File: src/rtl/dcp_tx_fmt.sv
// ---------------------------------------------------------------------------
// dcp_tx_fmt
//
// Transmit-side formatter and 8N1 UART serializer for the debug command
// processors. A command block raises req_tx with either one ASCII character
// (type_tx = 0, din[7:0]) or a 32-bit word (type_tx = 1). A word is printed
// as 8 uppercase hex digits, most significant nibble first. Every character
// is sent as an 8N1 frame on txd. Characters follow each other with no idle
// gap. ack_tx pulses once after the last stop bit completes.
//
// Optional feature macro: DCP_TX_TRAILSP_EN
//   When defined, a word transfer appends an ASCII space (8'h20) after the
//   eight hex digits. Character transfers are unaffected.
//
// Parameters:
//   CLK_DIV  clock cycles per UART bit (>= 2), default 868 (100 MHz/115200)
//
// Ports:
//   clk      system clock, rising edge
//   rst      synchronous reset, active high
//   req_tx   request level from the command block, held until ack_tx
//   type_tx  0 = single character, 1 = 32-bit word as hex
//   din      character or word, sampled only when the request is accepted
//   ack_tx   one-cycle completion pulse (registered)
//   busy     high from the cycle after accept through the HOLD cycle
//   txd      UART serial line, idle high (registered)
// ---------------------------------------------------------------------------
module dcp_tx_fmt #(
    parameter int CLK_DIV = 868
) (
    input  logic        clk,
    input  logic        rst,
    input  logic        req_tx,
    input  logic        type_tx,
    input  logic [31:0] din,
    output logic        ack_tx,
    output logic        busy,
    output logic        txd
);

    localparam int CW = (CLK_DIV > 1) ? $clog2(CLK_DIV) : 1;
    localparam logic [CW-1:0] CNT_LAST = CW'(CLK_DIV - 1);

`ifdef DCP_TX_TRAILSP_EN
    localparam logic [3:0] HEX_NCHAR = 4'd9;
`else
    localparam logic [3:0] HEX_NCHAR = 4'd8;
`endif

    typedef enum logic [2:0] {
        S_IDLE,
        S_LOAD,
        S_START,
        S_BITS,
        S_STOP,
        S_ACK,
        S_HOLD
    } state_t;

    state_t      state_q, state_d;
    logic [31:0] word_q, word_d;
    logic        type_q, type_d;
    logic [3:0]  nchar_q, nchar_d;
    logic [3:0]  idx_q, idx_d;
    logic [CW-1:0] cnt_q, cnt_d;
    logic [2:0]  bit_q, bit_d;
    logic [7:0]  sh_q, sh_d;
    logic        txd_q, txd_d;
    logic        ack_q, ack_d;
    logic        busy_q, busy_d;

    logic [3:0]  cur_nib;
    logic [7:0]  cur_char;

    // Map a nibble to its uppercase hex ASCII digit ('0'..'9', 'A'..'F').
    function automatic logic [7:0] hex_ascii(input logic [3:0] n);
        if (n < 4'd10)
            return 8'h30 + {4'h0, n};
        else
            return 8'h37 + {4'h0, n};
    endfunction

    // Character selection for the LOAD cycle. Word transfers walk the nibbles
    // from the most significant end; index 8 only exists when the trailing
    // space is enabled.
    always_comb begin
        cur_nib  = 4'h0;
        cur_char = 8'h00;
        case (idx_q[2:0])
            3'd0: cur_nib = word_q[31:28];
            3'd1: cur_nib = word_q[27:24];
            3'd2: cur_nib = word_q[23:20];
            3'd3: cur_nib = word_q[19:16];
            3'd4: cur_nib = word_q[15:12];
            3'd5: cur_nib = word_q[11:8];
            3'd6: cur_nib = word_q[7:4];
            default: cur_nib = word_q[3:0];
        endcase
        if (!type_q) begin
            cur_char = word_q[7:0];
        end else begin
`ifdef DCP_TX_TRAILSP_EN
            if (idx_q[3])
                cur_char = 8'h20;
            else
                cur_char = hex_ascii(cur_nib);
`else
            cur_char = hex_ascii(cur_nib);
`endif
        end
    end

    // Next-state and next-output logic. Outputs are computed one cycle ahead
    // so that they can be registered: the value assigned to txd_d on a
    // transition is the line level for the first cycle of the new state.
    // The LOAD cycle already drives the start bit and counts as its first
    // bit-time cycle, so a frame is exactly 10*CLK_DIV cycles.
    always_comb begin
        state_d = state_q;
        word_d  = word_q;
        type_d  = type_q;
        nchar_d = nchar_q;
        idx_d   = idx_q;
        cnt_d   = cnt_q;
        bit_d   = bit_q;
        sh_d    = sh_q;
        txd_d   = txd_q;
        ack_d   = ack_q;
        busy_d  = busy_q;

        case (state_q)
            S_IDLE: begin
                txd_d = 1'b1;
                if (req_tx) begin
                    word_d  = din;
                    type_d  = type_tx;
                    nchar_d = type_tx ? HEX_NCHAR : 4'd1;
                    idx_d   = 4'd0;
                    cnt_d   = '0;
                    bit_d   = 3'd0;
                    txd_d   = 1'b0;
                    busy_d  = 1'b1;
                    state_d = S_LOAD;
                end
            end

            S_LOAD: begin
                sh_d    = cur_char;
                cnt_d   = CW'(1);
                state_d = S_START;
            end

            S_START: begin
                if (cnt_q == CNT_LAST) begin
                    cnt_d   = '0;
                    bit_d   = 3'd0;
                    txd_d   = sh_q[0];
                    sh_d    = {1'b0, sh_q[7:1]};
                    state_d = S_BITS;
                end else begin
                    cnt_d = cnt_q + CW'(1);
                end
            end

            S_BITS: begin
                if (cnt_q == CNT_LAST) begin
                    cnt_d = '0;
                    if (bit_q == 3'd7) begin
                        txd_d   = 1'b1;
                        state_d = S_STOP;
                    end else begin
                        bit_d = bit_q + 3'd1;
                        txd_d = sh_q[0];
                        sh_d  = {1'b0, sh_q[7:1]};
                    end
                end else begin
                    cnt_d = cnt_q + CW'(1);
                end
            end

            S_STOP: begin
                if (cnt_q == CNT_LAST) begin
                    cnt_d = '0;
                    if (({1'b0, idx_q} + 5'd1) < {1'b0, nchar_q}) begin
                        idx_d   = idx_q + 4'd1;
                        txd_d   = 1'b0;
                        state_d = S_LOAD;
                    end else begin
                        txd_d   = 1'b1;
                        ack_d   = 1'b1;
                        state_d = S_ACK;
                    end
                end else begin
                    cnt_d = cnt_q + CW'(1);
                end
            end

            S_ACK: begin
                ack_d   = 1'b0;
                state_d = S_HOLD;
            end

            // The requester drops req_tx one cycle after seeing ack_tx, so
            // this cycle must not look at it.
            S_HOLD: begin
                busy_d  = 1'b0;
                state_d = S_IDLE;
            end

            default: begin
                txd_d   = 1'b1;
                ack_d   = 1'b0;
                busy_d  = 1'b0;
                state_d = S_IDLE;
            end
        endcase
    end

    // State and output registers. Reset abandons any partial frame and
    // returns the line to idle without issuing an ack.
    always_ff @(posedge clk) begin
        if (rst) begin
            state_q <= S_IDLE;
            word_q  <= '0;
            type_q  <= 1'b0;
            nchar_q <= '0;
            idx_q   <= '0;
            cnt_q   <= '0;
            bit_q   <= '0;
            sh_q    <= '0;
            txd_q   <= 1'b1;
            ack_q   <= 1'b0;
            busy_q  <= 1'b0;
        end else begin
            state_q <= state_d;
            word_q  <= word_d;
            type_q  <= type_d;
            nchar_q <= nchar_d;
            idx_q   <= idx_d;
            cnt_q   <= cnt_d;
            bit_q   <= bit_d;
            sh_q    <= sh_d;
            txd_q   <= txd_d;
            ack_q   <= ack_d;
            busy_q  <= busy_d;
        end
    end

    assign txd    = txd_q;
    assign ack_tx = ack_q;
    assign busy   = busy_q;

endmodule

File: config.mk
export PLATFORM = sky130hd
export DESIGN_NAME = dcp_tx_fmt
export DESIGN_NICKNAME = d
export VERILOG_FILES = /design/src/rtl/dcp_tx_fmt.sv
export SDC_FILE = /design/constraint.sdc
export NUM_CORES = 1
export LEC_CHECK = 0
export ABC_AREA = 1
export BUFFER_PORTS_ARGS = -buffer_cell sky130_fd_sc_hd__buf_2
export CORE_ASPECT_RATIO = 0.8
export CORE_MARGIN = 8
export CORE_UTILIZATION = 60
export CTS_BUF_LIST = sky130_fd_sc_hd__clkbuf_4
export CTS_CLUSTER_SIZE = 40
export DETAILED_ROUTE_END_ITERATION = 8
export PLACE_DENSITY_LB_ADDON = 0.08
export SETUP_SLACK_MARGIN = 0.3
export SLEW_MARGIN = 10
export SYNTH_ARGS = -nofsm -noshare
export SYNTH_HDL_FRONTEND = slang
export SYNTH_SLANG_ARGS = --single-unit
File: constraint.sdc
create_clock -name clk -period 6.1 [get_ports clk]
set_input_delay 0.915 -clock clk [delete_from_list [all_inputs] [get_ports clk]]
set_output_delay 0.915 -clock clk [all_outputs]
set_load 0.05 [all_outputs]
### After elaboration in Yosys (flattened, before gate mapping)

Cells that the tools add are included.

* add/subtract/negate cells: 6
* order comparisons: 2
* equal/unequal tests: 22
* muxes and demuxes: 39
* bitwise logic cells: 3
* reduce and logical (&&, ||, !) cells: 19

Operators with widths (count)
* two-way mux 8 bit: 4
* two-way mux 3 bit: 10
* one-hot mux 10 bit (3 select lines): 1
* one-hot mux 4 bit (7 select lines): 1
* one-hot mux 8 bit (3 select lines): 1
* == test 3 bit, second input constant: 7
* two-way mux 10 bit: 2
* one-hot mux 3 bit (6 select lines): 1
* two-way mux 4 bit: 4
* != test 2 bit, second input constant: 8
* adder 6 x 4 -> 7 bit, first input constant: 2
* == test 3 x 2 -> 1 bit, second input constant: 4
* AND reduction 4 bit: 3
* adder 10 x 1 -> 10 bit, second input constant: 1
* == test 10 bit, second input constant: 1
* AND reduction 5 bit: 2
* OR reduction 5 bit: 2
* two-way mux 1 bit: 9
* one-hot mux 3 bit (3 select lines): 1
* nonzero test 3 bit: 3
* one-hot mux 4 bit (2 select lines): 1
* two-way mux 7 bit: 1
* == test 3 x 1 -> 1 bit, second input constant: 2
* logical NOT 3 bit: 2
* 12 further kinds: 18

* bits in registers: 68
* bits of input ports: 36
* output and inout bits: 3
* logic and storage cells: 102

### Longest topological paths before layout

Gate-level depths: netlist of run 1.

* word-level depth: 6
* depth in mapped cells: 19

### Least setup slack after synthesis of run 1

No wires, ideal clock.

* path kind: flip-flop to flip-flop
* start: register idx_q[0]
* end: register sh_q[2]
* library setup time: 0.070 ns
* data arrival time: 1.923 ns
* setup slack: 4.107 ns
* stages on the path, launching flop included: 20
* cell sequence: dfxtp_1 -> inv_1 -> ha_1 -> buf_2 -> nor2_1 -> nand2_1 -> inv_2 -> nand2_1 -> nand3_1 -> inv_1 -> ha_1 -> inv_1 -> nand2_1 -> nand2_1 -> nand2_1 -> nand2_1 -> nand2_1 -> nand2_1 -> nand2_1 -> a21oi_1

* longest elaborated chain between the ends: 6
* elaborated cells between the ends (all ways): 14
* classes of those cells: 2 x add/sub; 1 x order compare; 6 x eq/ne; 4 x mux; 1 x reduce/logical

RTL lines
* start: declaration: RTL line 64 `logic [3:0] idx_q, idx_d;`
* start signal: assignment: RTL line 239 `idx_q <= idx_d;`
* == test 3 bit, or another cell as far along: RTL line 89 `case (idx_q[2:0])`
* one-hot mux 4 bit (7 select lines) *: RTL line 89
* adder 6 x 4 -> 7 bit, or another cell as far along: RTL line 80 `return 8'h37 + {4'h0, n};`
* two-way mux 7 bit *: RTL line 77 `if (n < 4'd10)`
* two-way mux 8 bit *: RTL line 99 `if (!type_q) begin`
* one-hot mux 8 bit (3 select lines) *: RTL line 131 `case (state_q)`
* end signal: assignment: RTL line 230 `sh_q <= '0;`
* end signal: assignment: RTL line 242 `sh_q <= sh_d;`
* end: declaration: RTL line 67 `logic [7:0] sh_q, sh_d;`

Mark *: on every way between the ends. The rest lies on a longest branch, timed or not.
A chain may end at the register's enable or synchronous reset.

### Final worst setup path of run 1

* start: register idx_q[2]
* end: register sh_q[2]

Same word-level chain as after synthesis.

==> impl_metrics.json, run 1 <==
{
  "cts.sinks": 65,
  "nFillCells": 496,
  "p_seq_frac": 0.383,
  "power_frac_comb": 0.461,
  "max_clock_freq_mhz": 366,
  "slowest_stage": "dfxtp_1",
  "vias_per_cell": 5.39,
  "io_buffers": 38,
  "htreeDepth": 3,
  "clock-root-buffer": "clkbuf_4",
  "critPathKind": "flip-flop to flip-flop",
  "cp-end-kind": "flip-flop",
  "multiInputGateArea_um2": 1750,
  "cts_tree": "done",
  "setup_tns_ps": 0,
  "synth.area.top_cells": "dfxtp_1, nand2_1, a21oi_1",
  "syn_inst": 468,
  "whs_path_depth": 2,
  "maxCapViolations": 0,
  "p_switching_w": 0.000703,
  "internal_power_w": 0.000835,
  "power_frac_clock": 0.155,
  "rr_startpoint": "idx_q[2]$_SDFFE_PP0P_",
  "slew_headroom": 0.493,
  "powerDensity_nw_per_um2": 427,
  "dieArea_um2": 8170,
  "p_leak_nw": 1.58,
  "crit_chain": "inv_2, ha_1, nor2_1, nand2_1, inv_2, nand2_1, nand3_1, inv_1, ha_1, inv_1, nand2_1, nand2_1, nand2_1, nand2_1, nand2_1, nand2_1, nand2_1, a21oi_1",
  "synth_largest_area_cell": "dfxtp_1",
  "synth.avg_cell_area_um2": 7.08,
  "grt_pass1_vias": 2983,
  "rows": 24,
  "hold_buffers": 0,
  "antenna_found_initial": 0,
  "die_w_um": 99.1,
  "core-area_um2": 5410,
  "vdd_ir_drop_max_mv": 0.256,
  "ys_warn_count": 0,
  "globalRoute.totalOverflow": 0,
  "wirelength_um": 7710,
  "rsz0062_at_grt": "false",
  "r2r-end": "sh_q[2]$_SDFFE_PP0P_",
  "reg2reg_depth": 18,
  "drv_slew": 0,
  "post_cts_buffers": 0,
  "vias": 3075,
  "cts-buffers-inserted": 9,
  "cts.reportedPaths.clkPinSlew_ps": 100,
  "drt-initial-drc-count": 183,
  "drive_above_1_share": 0.174,
  "grt_max_degree": 44,
  "syn_area_um2": 3310,
  "detail-route-antenna-nets": 0,
  "crit_fanout": 16,
  "synth_nets": 514,
  "yosysTopAreaCellShare": 0.393,
  "cp.arrival_ps": 3070,
  "hold_viol_final": 0,
  "regArea_um2": 1300,
  "io_pins": 39,
  "ys_seq_area_frac": 0.393,
  "areaGrowthSynthToFinish_pct": 8.80,
  "status": "finished clean",
  "gp_congestion": 0.925,
  "nNetsFinal": 547,
  "whs_endpoint": "word_q[19]$_SDFFE_PP0P_",
  "fin_util": 0.667,
  "swShare": 0.457,
  "fp.dieH_um": 82.5,
  "period_needed_ps": 2730,
  "ys_seq_elements": 65,
  "layout_common_cells": "nand2_1, dfxtp_1, a21oi_1, buf_2, nor2_1",
  "wl_per_cell_um": 13.5,
  "insertedDiodeCount": 0,
  "skew_ps": 8.28,
  "synth_cell_type_count": 41,
  "hp-start": "word_q[19]$_SDFFE_PP0P_",
  "cp.required_ps": 6430,
  "path_common_cell": "nand2_1",
  "drc": 0,
  "layout_commonest_cell": "nand2_1",
  "finalSetupViolations": 0,
  "dr.pass1.iters": 4,
  "start_kind": "flip-flop",
  "hp-class": "flip-flop to flip-flop",
  "worst_pin_slew_ps": 761,
  "cts_resized": 0,
  "gr-usage-all-layers": 0.208,
  "finalCritPeriodShare": 0.448,
  "ff2ff_setup_slack_ps": 3370,
  "insertion_delay_ps": 410,
  "cp_slowest_stage_delay_ps": 710,
  "grt_pass1_wl_um": 13600,
  "initial_core_util": 0.613,
  "dp_hpwl_um": 5590,
  "cts_buffer_depth": 2
}
==> worst max path at each step <==
stage | from | depth (start not counted) | to
after floorplan | idx_q[0]$_SDFFE_PP0P_ | 19 | sh_q[2]$_SDFFE_PP0P_
after global placement | rst | 4 | cnt_q[6]$_SDFFE_PP0P_
after detailed placement | rst | 4 | cnt_q[6]$_SDFFE_PP0P_
after CTS | idx_q[2]$_SDFFE_PP0P_ | 18 | sh_q[2]$_SDFFE_PP0P_
after global routing | idx_q[2]$_SDFFE_PP0P_ | 18 | sh_q[2]$_SDFFE_PP0P_
final | idx_q[2]$_SDFFE_PP0P_ | 18 | sh_q[2]$_SDFFE_PP0P_
==> state kept, by name, summed over array words and instances, names as in the netlist <==
| register | cells |
|---|---|
| idx_q | 4 |
| bit_q | 3 |
| nchar_q | 2 |
| busy | 1 |
| word_q | 32 |
| cnt_q | 10 |
| state_q | 3 |
| txd | 1 |
| ack_tx | 1 |
| sh_q | 8 |
==> cell type report <==
cell class                      instances  area share
Multi-Input combinational cell        341       0.485
Clock buffer                           11      0.0229
Clock inverter                          5     0.00625
Timing Repair Buffer                   39      0.0548
Sequential cell                        65       0.361
Tap cell                               65      0.0226
Inverter                               45      0.0472
==> metrics by stage <==
step	hold slack [ps]	total power [W]	cells	worst slack, ps	instance area [um^2]
after CTS	458	0.00154	571	3390	3600
after global placement	435	0.00128	555	3370	3500
after detailed placement	445	0.00130	555	3320	3500
final	462	0.00154	571	3370	3600
after global routing	483	0.00168	571	3080	3600
after floorplan	424	0.00117	468	4110	3310
==> critical path: cells and delay by family (launching register included) <==
kind / cells / cell delay [ps]
and+or+nand+nor: 11 / 830
DFF: 1 / 710
adders and majority gates: 2 / 540
buffers and inverters: 4 / 460
AOI/OAI and AO/OA: 1 / 120
==> Yosys cell counts <==
cell,number
a21oi_2,3
buf_6,3
o211ai_1,3
nand2_4,3
nand2_1,134
and3_1,1
o2111ai_1,2
nand4_1,2
o211ai_2,1
o31ai_1,1
buf_2,5
or2_2,1
nor3_2,1
nand3_1,25
a31oi_1,3
o21ai_4,2
dfxtp_1,65
xor2_1,1
o211a_1,1
inv_1,30
clkinv_2,1
a31o_2,1
nand3_2,2
a21oi_1,63
nor4_2,1
ha_1,10
nor3_1,9
nor2_1,32
xnor2_1,2
o21ai_0,14
a211oi_1,5
a211oi_2,1
nand3_4,1
nand2_2,1
inv_2,11
or2_1,1
clkinv_1,3
nor2_2,5
clkbuf_1,9
nor3b_1,2
o21ai_1,7
==> kinds of logic after synthesis <==
kind of cell,count (synthesis),share of synthesized area
compound gates,107,0.189
xor+xnor,3,0.00793
fa+ha+maj,10,0.0378
buf+inv,62,0.0793
flops,65,0.393
simple gates,221,0.293
==> power by group through the flow <==
| stage | logic (W) | registers (W) | clock network (W) |
|---|---|---|---|
| finish | 0.000710 | 0.000590 | 0.000239 |
| global route | 0.000816 | 0.000603 | 0.000262 |
| CTS | 0.000706 | 0.000589 | 0.000244 |
| detailed placement | 0.000702 | 0.000598 | 0 |
| global placement | 0.000682 | 0.000596 | 0 |
| floorplan | 0.000578 | 0.000587 | 0 |
==> layer usage <==
metal  vias up  track usage  wire length, um  share of wire
met5         -            0                0              0
met4         0       0.0633               52         0.0067
met3         6       0.0611              425          0.055
met2        56        0.322             3370           0.44
met1      1405        0.277             3860           0.50
li1       1608            -                -              -
Power figures use the tool's default switching activity.
==> run 2, diff against run 1 <==
==> constraint.sdc (replaced) <==
create_clock -name clk -period 2.6 [get_ports clk]
set_input_delay 0.39 -clock clk [delete_from_list [all_inputs] [get_ports clk]]
set_output_delay 0.39 -clock clk [all_outputs]
set_load 0.05 [all_outputs]
==> impl_metrics.json, run 2 (synthesis gave the netlist of run 1 again) <==
{
  "status": "finished clean",
  "detail-route-antenna-nets": 0,
  "cts-buffers-inserted": 9,
  "areaGrowthSynthToFinish_pct": 11.5,
  "clock-root-buffer": "clkbuf_4",
  "crit_fanout": 5,
  "layout_commonest_cell": "nand2_1",
  "antenna_found_initial": 0,
  "dieArea_um2": 8170,
  "fp.dieH_um": 82.5,
  "finalCritPeriodShare": 0.813,
  "crit_path_start": "idx_q[0]$_SDFFE_PP0P_",
  "skew_ps": 8.81,
  "place_inst": 557,
  "dp_hpwl_um": 5690,
  "hp-start": "type_tx",
  "finalSetupViolations": 0,
  "power_frac_comb": 0.457,
  "period_needed_ps": 2110,
  "setup_slack_ps": 486,
  "reg_top3": "word_q: 32 flops, cnt_q: 10 flops, sh_q: 8 flops",
  "p_seq_frac": 0.376,
  "multiInputGateArea_um2": 1790,
  "max_clock_freq_mhz": 473,
  "vias_per_cell": 5.51,
  "drt-initial-drc-count": 184,
  "cts.reportedPaths.clkPinSlew_ps": 100,
  "vdd_ir_drop_max_mv": 0.669,
  "swShare": 0.442,
  "gp_congestion": 0.932,
  "nNetsFinal": 549,
  "initial_core_util": 0.613,
  "core-area_um2": 5410,
  "p_leak_nw": 1.60,
  "io_buffers": 38,
  "place_ws_ps": 261,
  "internal_power_w": 0.00209,
  "insertedDiodeCount": 0,
  "cts_tree": "done",
  "whs_ps": 151,
  "powerDensity_nw_per_um2": 1010,
  "hold_buffers": 0,
  "finalNonFillerCells": 572,
  "gr-usage-all-layers": 0.203,
  "cp.required_ps": 2940,
  "crit_chain": "ha_1, ha_2, nor2_2, nand2_2, inv_2, nand2_1, nand3_2, inv_1, ha_1, inv_1, nand2_1, nand2_1, nand2_1, nand2_1, nand2_1, nand2_1, nand2_1, a21oi_1",
  "grt_pass1_wl_um": 13200,
  "vias": 3151,
  "nFillCells": 461,
  "drive_above_1_share": 0.201,
  "setup_tns_ps": 0,
  "grt_pass1_vias": 2887,
  "wirelength_um": 7880,
  "io_pins": 39,
  "rr_startpoint": "idx_q[0]$_SDFFE_PP0P_",
  "slowest_stage": "dfxtp_2",
  "cp.arrival_ps": 2450,
  "layout_common_cells": "nand2_1, a21oi_1, dfxtp_1, buf_2, nor2_1",
  "rsz0062_at_grt": "true",
  "hp-class": "primary input to flip-flop",
  "regArea_um2": 1310,
  "cp-end-kind": "flip-flop",
  "globalRoute.totalOverflow": 0,
  "dr.pass1.iters": 5,
  "grt_max_degree": 43,
  "drc": 0,
  "cts.sinks": 65,
  "largest-register": "word_q",
  "largest_register_ffs": 32,
  "cts_buffer_depth": 2,
  "wl_per_cell_um": 13.8,
  "power_frac_clock": 0.167,
  "maxCapViolations": 0,
  "cp_slowest_stage_delay_ps": 360,
  "rows": 24,
  "insertion_delay_ps": 410,
  "critPathBufInv": 3,
  "slew_headroom": 0.496,
  "die_w_um": 99.1,
  "htreeDepth": 3,
  "p_switching_w": 0.00166,
  "critPathKind": "flip-flop to flip-flop",
  "critPathTopFamily": "simple AND/OR/NAND/NOR gates",
  "path_common_cell": "nand2_1",
  "hold_viol_final": 0,
  "drv_slew": 0,
  "worst_pin_slew_ps": 751,
  "post_cts_buffers": 0,
  "start_kind": "flip-flop"
}
## run 2: final timing paths
kind,cells past startpoint,slack [ps],to
hold / removal,2,150,nchar_q[0]$_SDFFE_PP0P_
hold reg to reg,2,460,word_q[30]$_SDFFE_PP0P_
setup / recovery,18,490,sh_q[2]$_SDFFE_PP0P_
setup reg to reg,18,490,sh_q[2]$_SDFFE_PP0P_
## run 2: power by group through the flow
stage                     logic (W)  clock network [W]  registers, W
after detailed placement    0.00163                  0       0.00141
final                       0.00171           0.000626       0.00141
after CTS                   0.00165           0.000645       0.00139
after global routing        0.00195           0.000684       0.00143
after floorplan             0.00136                  0       0.00138
after global placement      0.00159                  0       0.00141
## run 2: worst register-to-register path, cell delays in order (launching register included)
cell and delay [ps]:
dfxtp_2 360, ha_1 230, ha_2 210, nor2_2 130
nand2_2 100, inv_2 80, nand2_1 60, nand3_2 90
inv_1 60, ha_1 200, inv_1 50, nand2_1 50
nand2_1 60, nand2_1 50, nand2_1 60, nand2_1 40
nand2_1 50, nand2_1 40, a21oi_1 120
## run 2: metrics by stage
step / utilization / area, um^2 / power, W
global placement: 0.650 / 3510 / 0.00300
global route: 0.683 / 3690 / 0.00406
CTS: 0.674 / 3640 / 0.00369
finish: 0.683 / 3690 / 0.00375
floorplan: - / 3310 / 0.00273
detailed placement: 0.650 / 3510 / 0.00305
## run 2: cell type report
| cell class | instances | area share |
|---|---|---|
| multi-input cells | 341 | 0.486 |
| flip-flops and latches | 65 | 0.354 |
| repair buffers | 41 | 0.0576 |
| inverters | 45 | 0.0471 |
| well taps | 65 | 0.0220 |
| clock buffers | 10 | 0.0203 |
| clock inverters | 5 | 0.0129 |
## run 2: metal layers
metal	global-route usage	vias up	wire length, um
li1	-	1620	-
met1	0.266	1441	3930
met2	0.312	82	3430
met3	0.0620	8	442
met4	0.0753	0	82
met5	0	-	0
## run 2: repair_timing
item                       4_1_cts  5_1_grt
hold endpoints to repair         0        0
setup endpoints to repair        3       10
resized for setup                2       14
==> run 3, diff against run 2 <==
--- a/config.mk
+++ b/config.mk
@@ -5,11 +5,11 @@
 export SDC_FILE = /design/constraint.sdc
 export NUM_CORES = 1
 export LEC_CHECK = 0
-export ABC_AREA = 1
+export ABC_AREA = 0
 export BUFFER_PORTS_ARGS = -buffer_cell sky130_fd_sc_hd__buf_2
 export CORE_ASPECT_RATIO = 0.8
 export CORE_MARGIN = 8
-export CORE_UTILIZATION = 60
+export CORE_UTILIZATION = 54
 export CTS_BUF_LIST = sky130_fd_sc_hd__clkbuf_4
 export CTS_CLUSTER_SIZE = 40
 export DETAILED_ROUTE_END_ITERATION = 8
==> constraint.sdc (replaced) <==
create_clock -name clk -period 1.75 [get_ports clk]
set_input_delay 0.2625 -clock clk [delete_from_list [all_inputs] [get_ports clk]]
set_output_delay 0.2625 -clock clk [all_outputs]
set_load 0.05 [all_outputs]
==> impl_metrics.json, run 3 <==
{
  "syn_inst": 418,
  "reg2reg_depth": 9,
  "synth_largest_area_cell": "dfxtp_1",
  "worst_pin_slew_ps": 493,
  "critPathKind": "flip-flop to flip-flop",
  "detail-route-antenna-nets": 0,
  "synth.area.top_cells": "dfxtp_1, nand2_1, a21oi_1",
  "gp_congestion": 0.885,
  "syn_area_um2": 3290,
  "r2r-end": "sh_q[3]$_SDFFE_PP0P_",
  "wirelength_um": 17300,
  "rows": 25,
  "insertedDiodeCount": 0,
  "met1_usage": 0.324,
  "core-area_um2": 5910,
  "p_seq_frac": 0.435,
  "drive_above_1_share": 0.584,
  "setup.worst_path.end": "sh_q[3]$_SDFFE_PP0P_",
  "grt_pass1_wl_um": 17400,
  "synth_edf_count": 0,
  "multiInputGateArea_um2": 2630,
  "hold_viol_final": 0,
  "vdd_ir_drop_max_mv": 0.546,
  "initial_core_util": 0.556,
  "grt_pass1_vias": 3636,
  "yosysTopAreaCellShare": 0.396,
  "wl_per_cell_um": 27.0,
  "status": "finished with violations",
  "critPathTopFamily": "compound AO/OA/AOI/OAI gates",
  "max_clock_freq_mhz": 387,
  "htreeDepth": 3,
  "ys_seq_area_frac": 0.396,
  "whs_path_depth": 3,
  "placedInstanceArea_um2": 4150,
  "maxCapViolations": 0,
  "period_needed_ps": 2580,
  "place_ws_ps": -525,
  "layout_commonest_cell": "buf_4",
  "io_buffers": 38,
  "start_kind": "flip-flop",
  "cts.sinks": 65,
  "grtUsageMet2": 0.396,
  "powerDensity_nw_per_um2": 688,
  "globalRoute.totalOverflow": 0,
  "die_w_um": 103,
  "dp_hpwl_um": 7090,
  "largest-register": "word_q",
  "slew_headroom": 0.671,
  "whs_ps": 32.2,
  "reg_top3": "word_q: 32 flops, cnt_q: 10 flops, sh_q: 8 flops",
  "cp.depth": 9,
  "antenna_found_initial": 0,
  "ys_seq_elements": 65,
  "finalSetupViolations": 15,
  "regArea_um2": 1340,
  "slowest_stage": "o32a_4",
  "hp-class": "primary input to flip-flop",
  "cts-buffers-inserted": 9,
  "crit_chain": "inv_2, ha_2, a221oi_1, a21oi_1, o32a_4, nor4_1, a2111oi_1, buf_4, nor4_2",
  "cts_tree": "done",
  "crit_fanout": 5,
  "crit_path_start": "idx_q[0]$_SDFFE_PP0P_",
  "grt_max_degree": 28,
  "internal_power_w": 0.00238,
  "skew_ps": 26.9,
  "cp_slowest_stage_delay_ps": 420,
  "largest_register_ffs": 32,
  "final_area_um2": 5540,
  "io_pins": 39,
  "critPathBufInv": 2,
  "p_leak_nw": 2.31,
  "failed_checks": "setup timing",
  "hold_buffers": 0,
  "rr_startpoint": "idx_q[0]$_SDFFE_PP0P_",
  "dominantRegCellSynth": "dfxtp_1",
  "synth_cell_type_count": 59,
  "rsz0062_at_grt": "true",
  "ff2ff_setup_slack_ps": -830,
  "synthArstFlopShare": 0,
  "vias_per_cell": 7.19,
  "layout_common_cells": "buf_4, dfxtp_1, nand2_1, buf_2, nand2_4",
  "p_switching_w": 0.00143,
  "drv_slew": 0,
  "gr-usage-all-layers": 0.252,
  "cp.required_ps": 2100,
  "synth.avg_cell_area_um2": 7.87,
  "setup_tns_ps": -8130,
  "drt-initial-drc-count": 594,
  "clock-root-buffer": "clkbuf_4",
  "busiest_layer": "met2",
  "finalCritPeriodShare": 1.47,
  "areaGrowthSynthToFinish_pct": 68.4,
  "vias": 4620,
  "cp-end-kind": "flip-flop",
  "synth_nets": 464,
  "power_frac_comb": 0.316,
  "nNetsFinal": 603,
  "cp.arrival_ps": 2930,
  "nFillCells": 168,
  "synth_commonest_cells": "nand2_1, dfxtp_1, a21oi_1",
  "yosysMostFrequentCell": "nand2_1",
  "dr.pass1.iters": 8,
  "insertion_delay_ps": 470,
  "fp.dieH_um": 85.8,
  "cts.reportedPaths.clkPinSlew_ps": 130,
  "power_frac_clock": 0.249,
  "setup_slack_ps": -831,
  "use_met3": 0.0502,
  "cts_buffer_depth": 2,
  "ys_warn_count": 0,
  "dieArea_um2": 8860,
  "swShare": 0.375,
  "drc": 0
}
==> run 3: cell count changes in the layout (fill, tap and decap cells not counted), moves of 9 or more <==
cell,before,now
nand2_4,3,34
inv_1,30,6
nand2_1,133,41
dfxtp_1,61,49
a21oi_1,63,25
buf_4,3,90
buf_6,0,11
inv_2,11,1
nand3_1,24,3
a21oi_2,3,32
o21ai_0,14,5
==> run 3: through the flow <==
stage / cells / total power [W] / util
3_5_place_dp: 575 / 0.00229 / 0.703
5_1_grt: 643 / 0.00386 / 0.937
3_3_place_gp: 575 / 0.00227 / 0.703
2_1_floorplan: 418 / 0.00205 / -
4_1_cts: 615 / 0.00326 / 0.786
6_report: 643 / 0.00381 / 0.937
==> run 3: worst min path at each step <==
stage | slack, ps | startpoint | end
floorplan | 400 | din[11] | word_q[11]$_SDFFE_PP0P_
global placement | 450 | word_q[20]$_SDFFE_PP0P_ | word_q[20]$_SDFFE_PP0P_
detailed placement | 450 | word_q[14]$_SDFFE_PP0P_ | word_q[14]$_SDFFE_PP0P_
CTS | 40 | din[25] | word_q[25]$_SDFFE_PP0P_
global route | 40 | din[5] | word_q[5]$_SDFFE_PP0P_
finish | 30 | din[3] | word_q[3]$_SDFFE_PP0P_
==> run 3: cell type report <==
| class | instances | share of cell area |
|---|---|---|
| well taps | 81 | 0.0183 |
| inverters | 9 | 0.00700 |
| clock inverters | 7 | 0.00859 |
| clock buffers | 9 | 0.0122 |
| multi-input cells | 318 | 0.474 |
| flip-flops and latches | 65 | 0.242 |
| repair buffers | 154 | 0.238 |
==> run 3: power by group through the flow <==
stage	sequential, W	clock (W)	combinational (W)
final	0.00166	0.000949	0.00120
after global routing	0.00165	0.000979	0.00122
after CTS	0.00163	0.000895	0.000737
after detailed placement	0.00166	0	0.000631
after global placement	0.00166	0	0.000612
after floorplan	0.00166	0	0.000386
==> run 3: repair_timing <==
item,in CTS,in global routing
gates cloned,1,7
resized for setup,43,150
endpoints found under the setup margin,64,65
buffers inserted,23,21
pin swaps,27,63
==> run 3: worst min-delay path, cell delays in order <==
cell     delay [ps]
buf_2           100
nand2_1          40
a21oi_1          50
==> run 3: kinds of logic (layout without fill, tap and decap cells) <==
group / count (synthesis) / in the layout / synth area share
mux: 11 / 11 / 0.0350
buf+inv: 35 / 179 / 0.0468
xor+xnor: 8 / 8 / 0.0213
simple gates: 175 / 175 / 0.244
compound gates: 114 / 114 / 0.220
fa+ha+maj: 10 / 10 / 0.0381
flops: 65 / 65 / 0.396
==> run 3: routing by layer <==
metal  routed length [um]  share of wire
met2                 7430           0.43
met3                 2470           0.14
met5                    0              0
met4                 1350          0.078
met1                 6080           0.35
